<file path="src/rtl/midi_uart_receiver.sv">
// MIDI serial front end: 2-FF synchronizer, 8N1 UART receiver and a
// channel-message assembler with running status.
//
// Ports:
//   clock          system clock
//   reset          synchronous, active-high reset
//   midi_rx        asynchronous serial MIDI line (idle high)
//   midi_busy      high while a message is being assembled; falls in the
//                  cycle a new midi_result becomes valid
//   midi_result    {status nibble, channel, data1, data2}
//   byte_strobe    one-cycle pulse per correctly framed byte
//   framing_error  one-cycle pulse when a stop bit samples low
module midi_uart_receiver #(
    parameter int unsigned CLKS_PER_BIT = 3200
) (
    input  logic        clock,
    input  logic        reset,
    input  logic        midi_rx,
    output logic        midi_busy,
    output logic [23:0] midi_result,
    output logic        byte_strobe,
    output logic        framing_error
);

    localparam int unsigned CW = $clog2(CLKS_PER_BIT) + 1;
    localparam logic [CW-1:0] HALF_LAST = CW'(CLKS_PER_BIT / 2 - 1);
    localparam logic [CW-1:0] BIT_LAST  = CW'(CLKS_PER_BIT - 1);

    // UART receiver states
    localparam logic [2:0] U_IDLE      = 3'd0;
    localparam logic [2:0] U_START     = 3'd1;
    localparam logic [2:0] U_DATA      = 3'd2;
    localparam logic [2:0] U_STOP      = 3'd3;
    localparam logic [2:0] U_WAIT_HIGH = 3'd4;

    // Assembler states
    localparam logic [1:0] A_WAIT_STATUS = 2'd0;
    localparam logic [1:0] A_WAIT_D1     = 2'd1;
    localparam logic [1:0] A_WAIT_D2     = 2'd2;

    logic          rx_meta;
    logic          rx_s;
    logic [2:0]    uart_state;
    logic [CW-1:0] clk_cnt;
    logic [2:0]    bit_idx;
    logic [7:0]    rx_shift;

    logic [1:0]    asm_state;
    logic [7:0]    running_status;
    logic          rs_valid;
    logic [7:0]    data1;

    // Note-on with velocity 0 is reported as note-off.
    function automatic logic [23:0] pack_msg(input logic [7:0] st,
                                             input logic [7:0] d1,
                                             input logic [7:0] d2);
        logic [3:0] nib;
        nib = (st[7:4] == 4'h9 && d2 == 8'h00) ? 4'h8 : st[7:4];
        return {nib, st[3:0], d1, d2};
    endfunction

    // Synchronizer, idles high
    always_ff @(posedge clock) begin
        if (reset) begin
            rx_meta <= 1'b1;
            rx_s    <= 1'b1;
        end else begin
            rx_meta <= midi_rx;
            rx_s    <= rx_meta;
        end
    end

    // UART receiver
    always_ff @(posedge clock) begin
        if (reset) begin
            uart_state    <= U_IDLE;
            clk_cnt       <= '0;
            bit_idx       <= '0;
            rx_shift      <= '0;
            byte_strobe   <= 1'b0;
            framing_error <= 1'b0;
        end else begin
            byte_strobe   <= 1'b0;
            framing_error <= 1'b0;
            case (uart_state)
                U_IDLE: begin
                    clk_cnt <= '0;
                    bit_idx <= '0;
                    if (!rx_s) uart_state <= U_START;
                end
                U_START: begin
                    if (clk_cnt == HALF_LAST) begin
                        clk_cnt    <= '0;
                        uart_state <= rx_s ? U_IDLE : U_DATA;
                    end else begin
                        clk_cnt <= clk_cnt + 1'b1;
                    end
                end
                U_DATA: begin
                    if (clk_cnt == BIT_LAST) begin
                        clk_cnt  <= '0;
                        rx_shift <= {rx_s, rx_shift[7:1]};
                        if (bit_idx == 3'd7) uart_state <= U_STOP;
                        bit_idx <= bit_idx + 1'b1;
                    end else begin
                        clk_cnt <= clk_cnt + 1'b1;
                    end
                end
                U_STOP: begin
                    if (clk_cnt == BIT_LAST) begin
                        clk_cnt <= '0;
                        if (rx_s) begin
                            byte_strobe <= 1'b1;
                            uart_state  <= U_IDLE;
                        end else begin
                            framing_error <= 1'b1;
                            uart_state    <= U_WAIT_HIGH;
                        end
                    end else begin
                        clk_cnt <= clk_cnt + 1'b1;
                    end
                end
                U_WAIT_HIGH: begin
                    if (rx_s) uart_state <= U_IDLE;
                end
                default: uart_state <= U_IDLE;
            endcase
        end
    end

    // Message assembler. rx_shift is stable while byte_strobe is high,
    // so completion lands one cycle after the final strobe.
    always_ff @(posedge clock) begin
        if (reset) begin
            asm_state      <= A_WAIT_STATUS;
            running_status <= '0;
            rs_valid       <= 1'b0;
            data1          <= '0;
            midi_busy      <= 1'b0;
            midi_result    <= '0;
        end else if (byte_strobe) begin
            if (rx_shift[7:3] == 5'b11111) begin
                // realtime: no effect at all
            end else if (rx_shift[7:4] == 4'hF) begin
                // system common / SysEx: drop running status, keep busy as is
                rs_valid  <= 1'b0;
                asm_state <= A_WAIT_STATUS;
            end else if (rx_shift[7]) begin
                running_status <= rx_shift;
                rs_valid       <= 1'b1;
                midi_busy      <= 1'b1;
                asm_state      <= A_WAIT_D1;
            end else begin
                case (asm_state)
                    A_WAIT_STATUS, A_WAIT_D1: begin
                        if (asm_state == A_WAIT_D1 || rs_valid) begin
                            data1 <= rx_shift;
                            if (running_status[7:5] == 3'b110) begin
                                midi_result <= pack_msg(running_status, rx_shift, 8'h00);
                                midi_busy   <= 1'b0;
                                asm_state   <= A_WAIT_STATUS;
                            end else begin
                                midi_busy <= 1'b1;
                                asm_state <= A_WAIT_D2;
                            end
                        end
                    end
                    A_WAIT_D2: begin
                        midi_result <= pack_msg(running_status, data1, rx_shift);
                        midi_busy   <= 1'b0;
                        asm_state   <= A_WAIT_STATUS;
                    end
                    default: asm_state <= A_WAIT_STATUS;
                endcase
            end
        end
    end

endmodule

</file>
<file path="config.mk">
export PLATFORM = sky130hd
export DESIGN_NAME = midi_uart_receiver
export DESIGN_NICKNAME = d
export VERILOG_FILES = /design/src/rtl/midi_uart_receiver.sv
export SDC_FILE = /design/constraint.sdc
export NUM_CORES = 1
export LEC_CHECK = 0
export BUFFER_PORTS_ARGS = -buffer_cell sky130_fd_sc_hd__buf_4
export CAP_MARGIN = 25
export CORE_ASPECT_RATIO = 0.9
export CORE_MARGIN = 3
export CORE_UTILIZATION = 30
export DETAILED_ROUTE_END_ITERATION = 12
export PLACE_DENSITY = 0.49
export SLEW_MARGIN = 20
export SYNTH_ARGS = -nofsm -noshare
export SYNTH_HDL_FRONTEND = slang
export SYNTH_SLANG_ARGS = --single-unit
</file>
<file path="constraint.sdc">
create_clock -name clock -period 2.57 [get_ports clock]
set_input_delay 0.3855 -clock clock [delete_from_list [all_inputs] [get_ports clock]]
set_output_delay 0.3855 -clock clock [all_outputs]
set_load 0.005 [all_outputs]
</file>
==> key figures, run 1 <==
Floorplanning
  – Initial Util: 31.58%
  – Die area: 11700 um2
  – Core area: 9912 um2
  – Die W: 113.7 um
  – Row count: 34
  – Die H: 102.9 um
  – # IOs: 30

Placement
  – Post-placement cell count: 505
  – HPWL Detailed: 4.780 mm
  – Placer Congestion: 0.8109
  – I/O Buffers: 27

Clock network
  – TritonCTS Buffers: 9
  – Clock Sinks: 72
  – Root Buffer: clkbuf_16
  – Worst-Skew Late Latency: 0.33 ns
  – CTS tree: done
  – Setup Fix Bufs, Post-CTS: 0
  – Post-CTS sizing: 0
  – # hold bufs at CTS: 0
  – Clock Pin Slew Worst Setup and Hold Paths: 0.06 ns
  – H-tree Lvls: 3
  – Bufs on Longest Clock Path: 2

Yosys
  – Synth area leaders: dfxtp_1, mux2i_1, nand2_1
  – Count of cell types in the netlist: 46
  – Adder-cell share of the synthesized area: 1.199%
  – Yosys warns: 0
  – Largest family of logic cells by synthesized area: simple AND/OR/NAND/NOR gates
  – Synth Flop Type: dfxtp_1
  – XOR/XNOR share of the synthesized area: 0%
  – Mux cell area share after synthesis: 7.394%
  – Synth async-reset ratio: 0%
  – Syn avg cell area: 8.438 um2
  – Seq cells post-synth: 72
  – Post-synth EDFFs: 0
  – Post-synth top area share: 46.04%
  – Seq/Total Area, Yosys: 46.04%
  – Simple-gate share of the synthesized area: 25.58%
  – Cells after Synth: 371
  – Syn Std Cell Area: 3131 um2
  – Leading area contributor after synthesis: dfxtp_1
  – Synth Area in Compound Gates: 14.39%

Cells and area
  – Diode count: 0
  – Final nets: 396
  – Layout cell share with drive strength beyond 1: 15.44%
  – Layout filler cell count: 1038
  – Non-Filler Instances: 521
  – Commonest non-fill, non-tap cells in the layout: dfxtp_1, nand2_1, nor2_1, a21oi_1, buf_4
  – Area Growth Syn to Fin: 17.79%
  – Commonest non-fill, non-tap cell in the layout: dfxtp_1

STA
  – Hold Vio Cnt, Final: 0
  – Final period util: 77.80%
  – Final setup TNS: 0 ns
  – Endpoints failing setup: 0
  – Slew @ Worst Pin: 0.8800 ns
  – Rel. slew slack: 40.94%
  – Final hold slack: 0.2463 ns
  – RSZ-0062 raised after global routing: false
  – Max Clk Rate: 500.1 MHz
  – Fin. max-slew vios: 0
  – Final min period: 1.999 ns
  – Clock Skew: 0.006226 ns

Job
  – Max-cap violation count: 0

Pwr
  – Pleak: 1.320 nW
  – VDD IR-drop max: 241.0 uV
  – Pwr Density: 643.7 nW/um2
  – Final Power: 2.374 mW

Global routing
  – GRT overflow: 0
  – Initial antenna violation count: 0
  – Global-route wire length before repair: 11.78 mm
  – Largest net degree at the start of global routing: 40
  – All-Layer GR Usage: 12.72%
  – Vias in the first global route: 2346

Outcome
  – Status: completed

Setup path
  – Type of origin of the critical path: flip-flop
  – Crit path capture type: flip-flop
  – Register-to-register setup slack: 0.57 ns
  – Crit path arrival time: 2.21 ns
  – Crit Path Max Fanout: 16
  – Worst path required time: 2.78 ns
  – Crit Path Class: reg2reg

Routing
  – First-pass DRT Iterations: 4
  – DR DRC count: 0
  – WL/cell: 13.80 um
  – Post-Route WL: 7.190 mm
  – Via density: 5.013
  – Antenna Violating Nets Remaining: 0
  – Initial DRC count: 135
  – Via count: 2612

Hold path
  – Hold Crit Class: in2reg
==> routing by layer <==
layer  GRT usage [%]  vias to the layer above  share of wire (%)
li1                -                     1337                  -
met1           17.80                     1225                 51
met2           18.92                       39                 43
met3           3.228                       11                3.6
met4           4.713                        0                1.6
met5               0                        -                  0
==> power breakdown <==
| group | internal [mW] | switching, mW | leakage (nW) |
|---|---|---|---|
| clock network | 0.682 | 0.478 | 0.139 |
| registers | 1.12 | 0.0109 | 0.580 |
| logic | 0.0293 | 0.0514 | 0.600 |
==> sequential cells by signal, indices dropped and copies added, names as in the netlist <==
register / flops
midi_result: 22
clk_cnt: 13
running_status: 8
rx_shift: 8
data1: 7
bit_idx: 3
uart_state: 3
asm_state: 2
byte_strobe: 1
framing_error: 1
midi_busy: 1
rs_valid: 1
rx_meta: 1
rx_s: 1
==> through the flow <==
stage	instance area (um2)	setup WS [ns]	util, %
final	3687	0.5706	37.20
after detailed placement	3405	0.6189	34.35
after global placement	3405	0.6586	34.35
after global routing	3687	0.3616	37.20
after CTS	3687	0.6022	37.20
after floorplan	3134	0.7107	-
==> kinds of logic after synthesis <==
group,Yosys count
other,1
buffers and inverters,32
adders and majority gates,3
and+or+nand+nor,165
muxes,23
DFF,72
AOI/OAI and AO/OA,75
==> critical path: stages, from the launching register on <==
cell	delay [ns]
dfxtp_1	0.37
ha_1	0.23
nand3_1	0.26
nor4_1	0.41
o22ai_1	0.14
buf_4	0.20
a41oi_1	0.21
a31oi_1	0.06
==> synthesized netlist by cell type, types with 3 or more instances <==
master and count:
nor2_1 40, mux2i_1 22, buf_2 3, a21oi_1 37, buf_4 3, inv_1 4
nand3_1 27, nor4_1 3, clkbuf_1 16, o21ai_0 4, nor3_1 10, ha_1 3
nand2b_1 6, a31oi_1 8, dfxtp_1 72, o21ai_1 4, nor2b_1 4, nand4_1 3
a211oi_1 11, nand2_1 52, buf_6 4, nand3b_1 4
==> final timing paths <==
path              start           to  cells after the start
max reg2reg  clk_cnt[0]  clk_cnt[12]                      7
min reg2reg     rx_meta         rx_s                      1
max          clk_cnt[0]  clk_cnt[12]                      7
min             midi_rx      rx_meta                      2
==> layout make-up <==
cell class | count | area [um2] | area share [%]
Clock buffer | 10 | 239.0 | 6.481
Timing Repair Buffer | 35 | 262.8 | 7.126
Inverter | 4 | 15.01 | 0.4072
Sequential cell | 72 | 1441 | 39.09
Clock inverter | 6 | 43.79 | 1.188
Tap cell | 126 | 157.7 | 4.276
Multi-Input combinational cell | 268 | 1528 | 41.43
Note: power is estimated with default switching activity, not from simulation.
==> run 2, diff against run 1 <==
--- a/config.mk
+++ b/config.mk
@@ -5,6 +5,7 @@
 export SDC_FILE = /design/constraint.sdc
 export NUM_CORES = 1
 export LEC_CHECK = 0
+export ABC_AREA = 1
 export BUFFER_PORTS_ARGS = -buffer_cell sky130_fd_sc_hd__buf_4
 export CAP_MARGIN = 25
 export CORE_ASPECT_RATIO = 0.9
==> constraint.sdc (replaced) <==
create_clock -name clock -period 1.9 [get_ports clock]
set_input_delay 0.285 -clock clock [delete_from_list [all_inputs] [get_ports clock]]
set_output_delay 0.285 -clock clock [all_outputs]
set_load 0.005 [all_outputs]
==> key figures, run 2 <==
Global routing
  – Met1 Usage GRT: 18.18%
  – Vias in the first global route: 2655
  – Global route hottest layer: met2
  – All-Layer GR Usage: 12.73%
  – GRT overflow: 0
  – Grt met3 use: 2.813%
  – Global routing usage on met2: 18.60%
  – Largest net degree at the start of global routing: 40
  – Initial antenna violation count: 0
  – Global-route wire length before repair: 12.65 mm

Routing
  – Via density: 4.598
  – DR DRC count: 0
  – Via count: 2823
  – Initial DRC count: 123
  – Post-Route WL: 7.262 mm
  – WL/cell: 11.83 um
  – First-pass DRT Iterations: 5
  – Antenna Violating Nets Remaining: 0

STA
  – RSZ-0062 raised after global routing: false
  – Hold Vio Cnt, Final: 0
  – Endpoints failing setup: 0
  – Final period util: 84.11%
  – Final hold slack: 0.1417 ns
  – Max Clk Rate: 625.7 MHz
  – Clock Skew: 0.006224 ns
  – Fin. max-slew vios: 0
  – Final min period: 1.598 ns
  – Final setup TNS: 0 ns

Clock network
  – Worst-Skew Late Latency: 0.33 ns
  – # hold bufs at CTS: 0
  – Clock Pin Slew Worst Setup and Hold Paths: 0.06 ns
  – Clock Sinks: 72
  – Setup Fix Bufs, Post-CTS: 0
  – Root Buffer: clkbuf_16
  – Bufs on Longest Clock Path: 2
  – H-tree Lvls: 3
  – CTS tree: done
  – Post-CTS sizing: 0
  – TritonCTS Buffers: 9

Cells and area
  – Commonest non-fill, non-tap cell in the layout: nand2_1
  – Reg area: 1441 um2
  – Largest regs: midi_result (22), clk_cnt (13)
  – Final nets: 487
  – Area Growth Syn to Fin: 16.28%
  – Layout filler cell count: 1144
  – Diode count: 0
  – Layout cell share with drive strength beyond 1: 16.91%
  – Finished Core Util: 36.65%
  – Commonest non-fill, non-tap cells in the layout: nand2_1, dfxtp_1, a21oi_1, inv_1, nor2_1
  – Area occupied by multi-input gates: 1523 um2
  – Max reg flops: 22
  – Biggest register: midi_result

Setup path
  – Crit path arrival time: 1.83 ns
  – Crit Path Class: reg2reg
  – Register-to-register setup slack: 0.30 ns
  – Crit Path Max Fanout: 11
  – Crit path capture type: flip-flop
  – Worst path required time: 2.13 ns
  – Type of origin of the critical path: flip-flop

Yosys
  – Synth async-reset ratio: 0%
  – Post-synth top area share: 43.50%
  – Synth Flop Type: dfxtp_1
  – Most frequent cell after synthesis: nand2_1
  – Synth area leaders: dfxtp_1, nand2_1, a21oi_1
  – Seq/Total Area, Yosys: 43.50%
  – Seq cells post-synth: 72
  – Syn Std Cell Area: 3313 um2
  – Post-synth EDFFs: 0
  – Yosys warns: 0
  – Most frequent cells after synthesis: nand2_1, dfxtp_1, a21oi_1, inv_1, nor2_1
  – Cells after Synth: 458
  – Count of cell types in the netlist: 38
  – Syn avg cell area: 7.234 um2
  – Leading area contributor after synthesis: dfxtp_1

Placement
  – I/O Buffers: 27
  – HPWL Detailed: 5.134 mm
  – Placer Congestion: 0.8248

Job
  – Max-cap violation count: 0

Floorplanning
  – Initial Util: 31.52%
  – # IOs: 30
  – Die area: 12340 um2
  – Die W: 116.8 um
  – Die H: 105.7 um
  – Core area: 10510 um2
  – Row count: 35

Pwr
  – Final Power: 3.752 mW
  – P_sw: 1.121 mW
  – Clk pwr share: 40.0%
  – Switch share: 29.88%
  – Pleak: 1.616 nW
  – Int Power: 2.631 mW
  – Pwr Density: 973.9 nW/um2
  – Combinational Power Share: 16.3%
  – VDD IR-drop max: 407.4 uV
  – Sequential fraction of design power: 43.8%

Hold path
  – Hold Crit Class: in2reg

Outcome
  – Status: completed
-- run 2: cell types whose count changed in the layout (fill, tap and decap cells not counted), moves of 7 or more --
cell	previous run	this run
nand2_1	52	110
nand3_1	27	15
nor3_1	10	3
mux2i_1	22	0
inv_2	0	8
nand2_2	0	10
inv_1	4	47
a21oi_1	37	53
a211oi_1	11	3
o21ai_0	4	33
a31oi_1	8	1
-- run 2: worst max-delay path: stages (launching register included) --
cell and delay (ns):
dfxtp_1 0.38, ha_1 0.22, nand2_2 0.08, inv_2 0.08, nand2_4 0.06, nor2_8 0.11, nand2_2 0.06, nand2_2 0.08
nand2_2 0.18, nand2_1 0.12, nand2_1 0.05, nand2_1 0.05, inv_1 0.03
-- run 2: worst paths after layout --
| kind | from | endpoint | cells after the start |
|---|---|---|---|
| worst min-delay path | midi_rx | rx_meta | 2 |
| worst min register to register | rx_meta | rx_s | 1 |
| worst max-delay path | clk_cnt[0] | clk_cnt[7] | 12 |
| worst max register to register | clk_cnt[0] | clk_cnt[7] | 12 |
-- run 2: power by group through the flow --
| stage | logic, mW | registers, mW | clock network, mW |
|---|---|---|---|
| after floorplan | 0.555 | 1.64 | 0 |
| after global placement | 0.623 | 1.67 | 0 |
| after detailed placement | 0.616 | 1.68 | 0 |
| after CTS | 0.620 | 1.64 | 1.55 |
| after global routing | 0.715 | 1.65 | 1.61 |
| final | 0.610 | 1.64 | 1.50 |
-- run 2: stage by stage --
stage / std cells / cell area [um2] / worst slack, ns
detailed placement: 599 / 3587 / 0.2479
global placement: 599 / 3587 / 0.2475
global route: 614 / 3852 / 0.02372
floorplan: 459 / 3317 / 0.4634
finish: 614 / 3852 / 0.3018
CTS: 614 / 3850 / 0.2263
-- run 2: kinds of logic after synthesis --
family	Yosys count	synth area share, %
flip-flops	72	43.50
XOR/XNOR	4	1.057
other	1	0.1132
AO/OA/AOI/OAI	105	16.92
buffers and inverters	79	10.65
AND/OR/NAND/NOR	194	26.62
adder cells (fa/ha/maj)	3	1.133
-- run 2: final cells by class --
| class | count | share of cell area, % |
|---|---|---|
| Multi-Input combinational cell | 308 | 39.53 |
| Clock buffer | 9 | 5.846 |
| Timing Repair Buffer | 32 | 6.236 |
| Clock inverter | 6 | 0.9743 |
| Inverter | 58 | 5.814 |
| Tap cell | 129 | 4.190 |
| Sequential cell | 72 | 37.41 |
-- run 2: metal layers --
layer  share of wire, %  vias to the layer above
li1                   -                     1496
met1                 53                     1275
met2                 42                       44
met3                3.4                        8
met4                1.7                        0
met5                  0                        -
==> run 3, diff against run 2 <==
--- a/config.mk
+++ b/config.mk
@@ -12,7 +12,7 @@
 export CORE_MARGIN = 3
 export CORE_UTILIZATION = 30
 export DETAILED_ROUTE_END_ITERATION = 12
-export PLACE_DENSITY = 0.49
+export PLACE_DENSITY = 0.51
 export SLEW_MARGIN = 20
 export SYNTH_ARGS = -nofsm -noshare
 export SYNTH_HDL_FRONTEND = slang
==> constraint.sdc (replaced) <==
create_clock -name clock -period 1.43 [get_ports clock]
set_input_delay 0.2145 -clock clock [delete_from_list [all_inputs] [get_ports clock]]
set_output_delay 0.2145 -clock clock [all_outputs]
set_load 0.005 [all_outputs]
==> key figures, run 3 (synthesis gave the netlist of run 2 again) <==
Placement
  – I/O Buffers: 27
  – HPWL Detailed: 5.441 mm
  – Placer Congestion: 0.7891
  – Post-placement cell count: 625

Setup path
  – Register-to-register setup slack: -0.003 ns
  – Type of origin of the critical path: flip-flop
  – Critical-path cell list: ha_4 -> nand2_4 -> inv_4 -> nand2_4 -> nor2_8 -> nand2_2 -> nand2_4 -> buf_12 -> nand2_8 -> nand2_2 -> nand2_1 -> nand2_1 -> inv_1
  – Reg2reg path depth: 13
  – Crit path capture type: flip-flop
  – Worst path required time: 1.66 ns
  – Worst reg2reg path endpoint: clk_cnt[7]
  – Crit Path Class: reg2reg
  – Crit path largest cell delay: 0.35 ns
  – Slowest CP cell: dfxtp_2
  – Crit path top cell by count: nand2_4
  – Crit Path Max Fanout: 6
  – Crit path arrival time: 1.66 ns
  – Worst r2r src: clk_cnt[0]

Floorplanning
  – Core area: 10510 um2
  – Row count: 35
  – # IOs: 30
  – Die W: 116.8 um
  – Die area: 12340 um2
  – Die H: 105.7 um
  – Initial Util: 31.52%

Cells and area
  – Final nets: 524
  – Max reg flops: 22
  – Diode count: 0
  – Biggest register: midi_result
  – Area Growth Syn to Fin: 35.08%
  – Commonest non-fill, non-tap cells in the layout: nand2_1, dfxtp_1, buf_4, a21oi_1, inv_1
  – Commonest non-fill, non-tap cell in the layout: nand2_1
  – Finished Core Util: 42.58%
  – Layout cell share with drive strength beyond 1: 28.11%
  – Non-Filler Instances: 652
  – Largest regs: midi_result (22), clk_cnt (13)

Routing
  – Via count: 3015
  – First-pass DRT Iterations: 4
  – Antenna Violating Nets Remaining: 0
  – DR DRC count: 0
  – Initial DRC count: 172
  – WL/cell: 12.41 um
  – Via density: 4.624
  – Post-Route WL: 8.092 mm

Global routing
  – Global-route wire length before repair: 13.64 mm
  – Initial antenna violation count: 0
  – GRT overflow: 0
  – Largest net degree at the start of global routing: 37
  – Vias in the first global route: 2912
  – All-Layer GR Usage: 13.75%

Clock network
  – Bufs on Longest Clock Path: 2
  – Root Buffer: clkbuf_16
  – H-tree Lvls: 3
  – Clock Pin Slew Worst Setup and Hold Paths: 0.06 ns
  – TritonCTS Buffers: 9
  – # hold bufs at CTS: 0
  – Clock Sinks: 72
  – Worst-Skew Late Latency: 0.33 ns
  – CTS tree: done

Hold path
  – Worst Hold Launch: midi_rx
  – Hold depth: 2
  – WHS Endpoint: rx_meta
  – Hold Crit Class: in2reg

STA
  – Hold Vio Cnt, Final: 0
  – RSZ-0062 raised after global routing: true
  – Max Clk Rate: 697.6 MHz
  – Final min period: 1.433 ns
  – Final period util: 100.2%
  – Final setup margin: -0.003466 ns
  – Final hold slack: 0.06422 ns
  – Endpoints failing setup: 1
  – Clock Skew: 0.005531 ns
  – Fin. max-slew vios: 0

Outcome
  – Failing checks: negative setup slack
  – Status: finished, violations left

Pwr
  – Clk pwr share: 45.3%
  – Sequential fraction of design power: 33.6%
  – VDD IR-drop max: 802.2 uV
  – Final Power: 6.470 mW
  – P_sw: 1.767 mW
  – Combinational Power Share: 21.2%
  – Int Power: 4.703 mW
  – Switch share: 27.31%
  – Pleak: 1.913 nW
  – Pwr Density: 1446 nW/um2

Job
  – Max-cap violation count: 0
run 3: worst max-delay path, delay by kind of cell, from the launching register on:
kind	cells	cell delay, ns
adders and majority gates	1	0.16
buffers and inverters	3	0.21
DFF	1	0.35
and+or+nand+nor	9	0.61
run 3: worst max path at each step:
stage	from	endpoint	slack [ns]	depth (start not counted)
after floorplan	clk_cnt[0]	clk_cnt[1]	0.0008	13
after detailed placement	clk_cnt[1]	clk_cnt[7]	-0.10	10
after global placement	clk_cnt[1]	clk_cnt[7]	-0.05	12
after CTS	clk_cnt[0]	uart_state[0]	-0.0008	12
after global routing	clk_cnt[0]	clk_cnt[7]	-0.10	13
final	clk_cnt[0]	clk_cnt[7]	-0.003	13
run 3: final cells by class:
type / count / area, um2
repair buffers: 67 / 543.0
inverters: 58 / 247.7
clock buffers: 9 / 225.2
clock inverters: 7 / 167.7
flip-flops and latches: 72 / 1446
repair inverters: 1 / 8.758
well taps: 129 / 161.4
multi-input cells: 309 / 1675
fillers: 1088 / 6035
run 3: power groups by stage:
stage | logic, mW | registers (mW) | clock network, mW
after floorplan | 0.739 | 2.18 | 0
after global placement | 0.982 | 2.20 | 0
after detailed placement | 0.990 | 2.20 | 0
after CTS | 1.08 | 2.17 | 3.01
after global routing | 1.52 | 2.18 | 3.09
final | 1.37 | 2.17 | 2.93
run 3: metrics by stage:
step	setup TNS, ns	instance area, um2	worst slack (ns)
global placement	-0.1371	3797	-0.05184
finish	-0.003466	4476	-0.003466
CTS	-0.0007730	4248	-0.0007730
floorplan	0	3319	0.0008157
detailed placement	-0.8864	3797	-0.1046
global route	-1.209	4476	-0.1022
run 3: per-layer routing:
layer / track usage (%) / share of wire (%) / vias up
met5: 0 / 0 / -
met4: 5.405 / 1.3 / 0
met3: 3.272 / 3.9 / 7
met2: 20.47 / 45 / 52
met1: 19.00 / 50 / 1372
li1: - / - / 1584
run 3: repair_timing:
| action | CTS | global route |
|---|---|---|
| endpoints found under the hold margin | 0 | 0 |
| setup buffers | 2 | 7 |
| resized for setup | 10 | 43 |
| cloned | 0 | 2 |
| setup endpoints to repair | 22 | 60 |
| pin swaps | 3 | 13 |
